==> config.mk <==
export PLATFORM = sky130hd
export DESIGN_NAME = wallace_mac
export DESIGN_NICKNAME = d
export VERILOG_FILES = /design/src/rtl/wallace_pkg.sv /design/src/rtl/wallace.sv /design/src/rtl/wallace_mac.sv
export SDC_FILE = /design/constraint.sdc
export NUM_CORES = 2
export LEC_CHECK = 0
export CAP_MARGIN = 10
export CORE_MARGIN = 2
export CORE_UTILIZATION = 61
export DETAILED_ROUTE_END_ITERATION = 8
export HOLD_SLACK_MARGIN = 0.1
export PLACE_DENSITY = 0.8
export SLEW_MARGIN = 30
export SYNTH_ARGS = -nofsm -noshare
export SYNTH_HDL_FRONTEND = slang
export SYNTH_SLANG_ARGS = --single-unit
==> constraint.sdc <==
create_clock -name clock -period 32.9 [get_ports clock]
set_clock_uncertainty 0.2 [all_clocks]
set_input_delay 6.58 -clock clock [delete_from_list [all_inputs] [get_ports clock]]
set_output_delay 6.58 -clock clock [all_outputs]
set_load 0.01 [all_outputs]
==> src/rtl/wallace_pkg.sv <==
// Shared widths and the operand record for the wallace multiplier and its
// multiply-accumulate consumer.
package wallace_pkg;

  localparam int OP_W      = 32;
  localparam int PROD_W    = 64;
  localparam int ACC_W_DEF = 72;
  localparam int CNT_W_DEF = 16;

  typedef struct packed {
    logic [OP_W-1:0] a;
    logic [OP_W-1:0] b;
    logic            last;
  } operand_t;

endpackage

==> src/rtl/wallace.sv <==
// Combinational 32x32 unsigned multiplier: partial products reduced with
// 3:2 carry-save compressors, then a single carry-propagate add.
module wallace
  import wallace_pkg::*;
(
  input  logic [OP_W-1:0]   a,
  input  logic [OP_W-1:0]   b,
  output logic [PROD_W-1:0] c
);

  logic [PROD_W-1:0] pp [OP_W];
  logic [PROD_W-1:0] sumV;
  logic [PROD_W-1:0] carryV;
  logic [PROD_W-1:0] tmpV;

  always_comb begin
    for (int i = 0; i < OP_W; i++) begin
      pp[i] = b[i] ? (PROD_W'(a) << i) : '0;
    end
    sumV   = pp[0];
    carryV = '0;
    tmpV   = '0;
    // Carries beyond bit 63 are dropped: the true product always fits.
    for (int i = 1; i < OP_W; i++) begin
      tmpV   = sumV ^ carryV ^ pp[i];
      carryV = ((sumV & carryV) | (sumV & pp[i]) | (carryV & pp[i])) << 1;
      sumV   = tmpV;
    end
  end

  assign c = sumV + carryV;

endmodule

==> src/rtl/wallace_mac.sv <==
// Three-stage unsigned multiply-accumulate: operand register, product
// register, then a group accumulator feeding a held result register.
module wallace_mac
  import wallace_pkg::*;
#(
  parameter int ACC_W = ACC_W_DEF,
  parameter int CNT_W = CNT_W_DEF
) (
  input  logic             clock,
  input  logic             reset_n,
  input  logic             in_valid,
  output logic             in_ready,
  input  logic [OP_W-1:0]  in_a,
  input  logic [OP_W-1:0]  in_b,
  input  logic             in_last,
  output logic             out_valid,
  input  logic             out_ready,
  output logic [ACC_W-1:0] out_acc,
  output logic [CNT_W-1:0] out_count,
  output logic             out_overflow
);

  operand_t          op_d, s1_q;
  logic              s1_valid_q, s2_valid_q, s2_last_q;
  logic [PROD_W-1:0] prod, s2_prod_q;
  logic [ACC_W-1:0]  acc_q, out_acc_q;
  logic [CNT_W-1:0]  cnt_q, cnt_d, out_count_q;
  logic              ovf_q, ovf_d, out_ovf_q, out_valid_q;
  logic [ACC_W:0]    sum_d;
  logic              stall, load_s3;

  assign op_d     = '{a: in_a, b: in_b, last: in_last};
  assign stall    = out_valid_q && !out_ready;
  assign in_ready = !stall;
  assign load_s3  = s2_valid_q && !stall;

  wallace u_wallace (
    .a (s1_q.a),
    .b (s1_q.b),
    .c (prod)
  );

  assign sum_d = {1'b0, acc_q} + (ACC_W+1)'(s2_prod_q);
  assign ovf_d = ovf_q | sum_d[ACC_W];
  assign cnt_d = (&cnt_q) ? cnt_q : cnt_q + CNT_W'(1);

  always_ff @(posedge clock or negedge reset_n) begin
    if (!reset_n) begin
      s1_valid_q <= 1'b0;
      s1_q       <= '0;
      s2_valid_q <= 1'b0;
      s2_last_q  <= 1'b0;
      s2_prod_q  <= '0;
    end else if (!stall) begin
      s1_valid_q <= in_valid;
      if (in_valid) s1_q <= op_d;
      s2_valid_q <= s1_valid_q;
      s2_last_q  <= s1_q.last;
      s2_prod_q  <= prod;
    end
  end

  // The running group state clears on its last term so the next term
  // begins a fresh group with no extra cycle.
  always_ff @(posedge clock or negedge reset_n) begin
    if (!reset_n) begin
      acc_q <= '0;
      cnt_q <= '0;
      ovf_q <= 1'b0;
    end else if (load_s3) begin
      if (s2_last_q) begin
        acc_q <= '0;
        cnt_q <= '0;
        ovf_q <= 1'b0;
      end else begin
        acc_q <= sum_d[ACC_W-1:0];
        cnt_q <= cnt_d;
        ovf_q <= ovf_d;
      end
    end
  end

  always_ff @(posedge clock or negedge reset_n) begin
    if (!reset_n) begin
      out_valid_q <= 1'b0;
      out_acc_q   <= '0;
      out_count_q <= '0;
      out_ovf_q   <= 1'b0;
    end else if (load_s3 && s2_last_q) begin
      out_valid_q <= 1'b1;
      out_acc_q   <= sum_d[ACC_W-1:0];
      out_count_q <= cnt_d;
      out_ovf_q   <= ovf_d;
    end else if (out_ready) begin
      out_valid_q <= 1'b0;
    end
  end

  assign out_valid    = out_valid_q;
  assign out_acc      = out_acc_q;
  assign out_count    = out_count_q;
  assign out_overflow = out_ovf_q;

endmodule

==> impl_results.md <==
- Input/output buffers: 159
- Cells after synthesis: 4,114
- Final ANT Viol Nets: 0
- Number of buffers created by CTS: 37
- Period Utilization, post-route: 0.563
- RR Endpoint: s2_prod_q[56]$_DFFE_PN0N_
- Total track usage: 0.262
- Type of the worst min-delay path: reg2reg
- Clock tree from TritonCTS: done
- DRC violations left: 0
- Avg Cell Area, Syn: 10.2 um^2
- Number of max-slew violations in the final report: 0
- Clock network latency to the later pin of the worst-skew pair: 0.56 ns
- CP Launch Point: s1_q[2]$_DFFE_PN0P_
- Pin count of the biggest net entering global routing: 117
- Post-CTS Resized: 0
- Synth Cell Area: 42,000 um^2
- Count of non-filler cells in the finished layout: 4,981
- Sink Count: 311
- Count of buffers added by post-CTS timing repair for setup: 0
- Source of the worst hold timing path: out_count[14]$_DFFE_PN0P_
- CTS HTree Levels: 2
- Max-cap violation count: 0
- Total congestion overflow after global routing: 0
- Minimum setup slack among reg-to-reg paths: 14.38 ns
- DP Cell Count: 4,913
- Cell taking the most area after synthesis: fa_1
- Total of hold buffers inserted after clock tree synthesis: 0
- Setup repair after global routing missed its margin: false
- Routed wire per std cell: 17.7 um
- Post-Syn Nets: 5,242
- Post-Layout Inst Area: 45,300 um^2
- Standard cell core area: 68,500 um^2
- Row Count: 96
- Hold Crit Endpoint: out_count[14]$_DFFE_PN0P_
- Final Hold Slack: 0.273 ns
- Number of global-route vias before repair: 30,300
- Summed negative setup slack over all endpoints: 0 ns
- Drt first-iter violations: 1,515
- Most frequent CP cell: fa_1
- Relative area change from synthesis to final layout: 7.77%
- Critical Path Source Type: flip-flop
- Antenna violations before repair: 0
- Estimated wirelength of the detail-placed design: 69.9 mm
- Worst-case clock buffer depth: 3
- Headroom to the max-slew limit: 0.397
- Arrival @ worst endpoint: 18.75 ns
- Number of enable-type register cells in the synthesized netlist: 0
- Total number of vias: 28,800
- Die W: 267 um
- Clock root cell: clkbuf_16
- Hold path depth: 2
- Number of primary I/O pins: 160
- DIE AREA: 71,000 um^2
- Number of setup violations in the final report: 0
- R2R depth: 49
- Outcome: complete, no violations
- Ant diodes: 0
- Top-area cell type share of the netlist area: 0.444
- Clock transition at path regs: 0.06 ns
- Initial DRT Pass Iterations: 6
- Post-layout min period: 18.52 ns
- Count of yosys warnings during synthesis: 0
- Register bit total from synthesis: 311
- Top post-synthesis cells by area: fa_1, dfrtp_1, nand2_1, ha_1, mux2_2
- Proportion of register bits with asynchronous set or reset after synthesis: 1.00
- Share of synthesized area occupied by flip-flops and latches: 0.185
- Height of the die: 267 um
- Highest Clock Rate: 0.0540 GHz
- Net count of the finished layout: 5,198
- Total routed wirelength: 88.0 mm
- Cell type of the slowest stage on the worst timing path: dfrtp_1
- Routed vias/inst: 5.78
- Maximum fanout along the worst path: 33
- Number of hold violations in the final report: 0
- Critical Path End Type: flip-flop
- Number of distinct library cells after synthesis: 74
- Maximum single-stage delay on the critical path: 0.93 ns
- Fraction of layout instances using a drive strength above 1: 0.0705
- Placer congestion estimate: 0.923
- Placed Area: 44,000 um^2
- Critical path type: reg2reg
- Initial standard-cell utilization of the core: 0.614
- Worst Max-Slew Pin Slew: 0.904 ns
- Launching point of the worst reg2reg path: s1_q[2]$_DFFE_PN0P_
- Primary flip-flop cell chosen by synthesis mapping: dfrtp_1
- Data required, critical path: 33.12 ns
- Global-route wire length before repair: 151 mm
==> how the worst max path moves through the flow <==
stage / to / slack [ns] / cells past startpoint
after CTS: s2_prod_q[58]$_DFFE_PN0N_ / 14.33 / 49
after global routing: s2_prod_q[56]$_DFFE_PN0N_ / 13.69 / 49
after detailed placement: s2_prod_q[58]$_DFFE_PN0N_ / 14.37 / 49
final: s2_prod_q[56]$_DFFE_PN0N_ / 14.38 / 49
after global placement: s2_prod_q[56]$_DFFE_PN0N_ / 14.74 / 49
after floorplan: s2_prod_q[56]$_DFFE_PN0N_ / 15.60 / 50
==> layout make-up <==
type                    count  area (um^2)
repair buffers            208         1970
flip-flops and latches    311         7810
fillers                  5277        23200
well taps                 882         1100
clock inverters            14          144
multi-input cells        3300        32400
clock buffers              54         1090
inverters                 212          797
==> critical path: cells and delay by family, from the launching register on <==
kind                     cells  cell delay (ns)
adder cells (fa/ha/maj)     33            14.79
AO/OA/AOI/OAI                8             1.71
flip-flops                   1             0.93
AND/OR/NAND/NOR              2             0.29
buffers and inverters        5             0.28
XOR/XNOR                     1             0.18
==> cell usage in the layout (no fill, tap or decap), types with 99 or more instances in the layout <==
master           count
a21oi_1            169
and2_1             128
clkdlybuf4s50_1    158
dfrtp_1            287
fa_1               932
ha_1               127
inv_1              211
mux2_2             115
nand2_1           1077
nor2_1             114
o21ai_0             99
==> registers in the layout (all words and copies together), names as in the netlist, 16 cells and up <==
register   flops
acc_q         72
out_count     16
s2_prod_q     64
cnt_q         16
out_acc       72
s1_q          65
==> metal layers <==
| metal | wire length, um | up-vias | track usage |
|---|---|---|---|
| li1 | - | 13000 | - |
| met1 | 40100 | 15100 | 0.378 |
| met2 | 42300 | 625 | 0.434 |
| met3 | 3770 | 99 | 0.0274 |
| met4 | 1880 | 0 | 0.0638 |
| met5 | 0 | - | 0 |
==> Yosys cell counts, types with 3 or more instances <==
master,number
nor2_1,115
xnor2_1,63
nand4_1,31
a21oi_2,4
mux2i_1,7
nand3_1,25
nor4_2,3
o211ai_1,8
xor2_1,44
and4_1,5
o31ai_1,15
a22o_1,51
a211oi_1,11
and3_1,14
buf_2,9
nor2b_1,17
clkbuf_1,278
mux2_2,115
a221oi_1,4
ha_1,127
and2_1,128
nand3b_1,8
a21oi_1,169
inv_1,212
fa_1,932
o21bai_1,18
o31ai_2,3
or3_1,6
nand2_1,1080
o21a_1,20
o211ai_2,3
dfrtp_1,311
a21o_1,46
o21ai_1,35
a31oi_1,9
a22oi_1,4
o21ai_0,99
a21boi_0,3
nor3_1,21
mux2_1,3
nand2b_1,11
nand2_2,3
==> metrics by stage <==
step	util	worst slack, ns
after floorplan	-	15.60
after global placement	0.643	14.74
after detailed placement	0.643	14.37
after CTS	0.661	14.33
after global routing	0.662	13.69
final	0.662	14.38
==> logic make-up after synthesis <==
| logic type | share of synthesized area |
|---|---|
| muxes | 0.0333 |
| buffers and inverters | 0.0455 |
| xor gates and xnor gates | 0.0223 |
| DFF | 0.185 |
| adders and majority gates | 0.482 |
| and+or+nand+nor | 0.149 |
| AOI/OAI and AO/OA | 0.0832 |
Power is not shown: default switching activity piles up to over one toggle a cycle in this logic, so the estimate is an artifact.
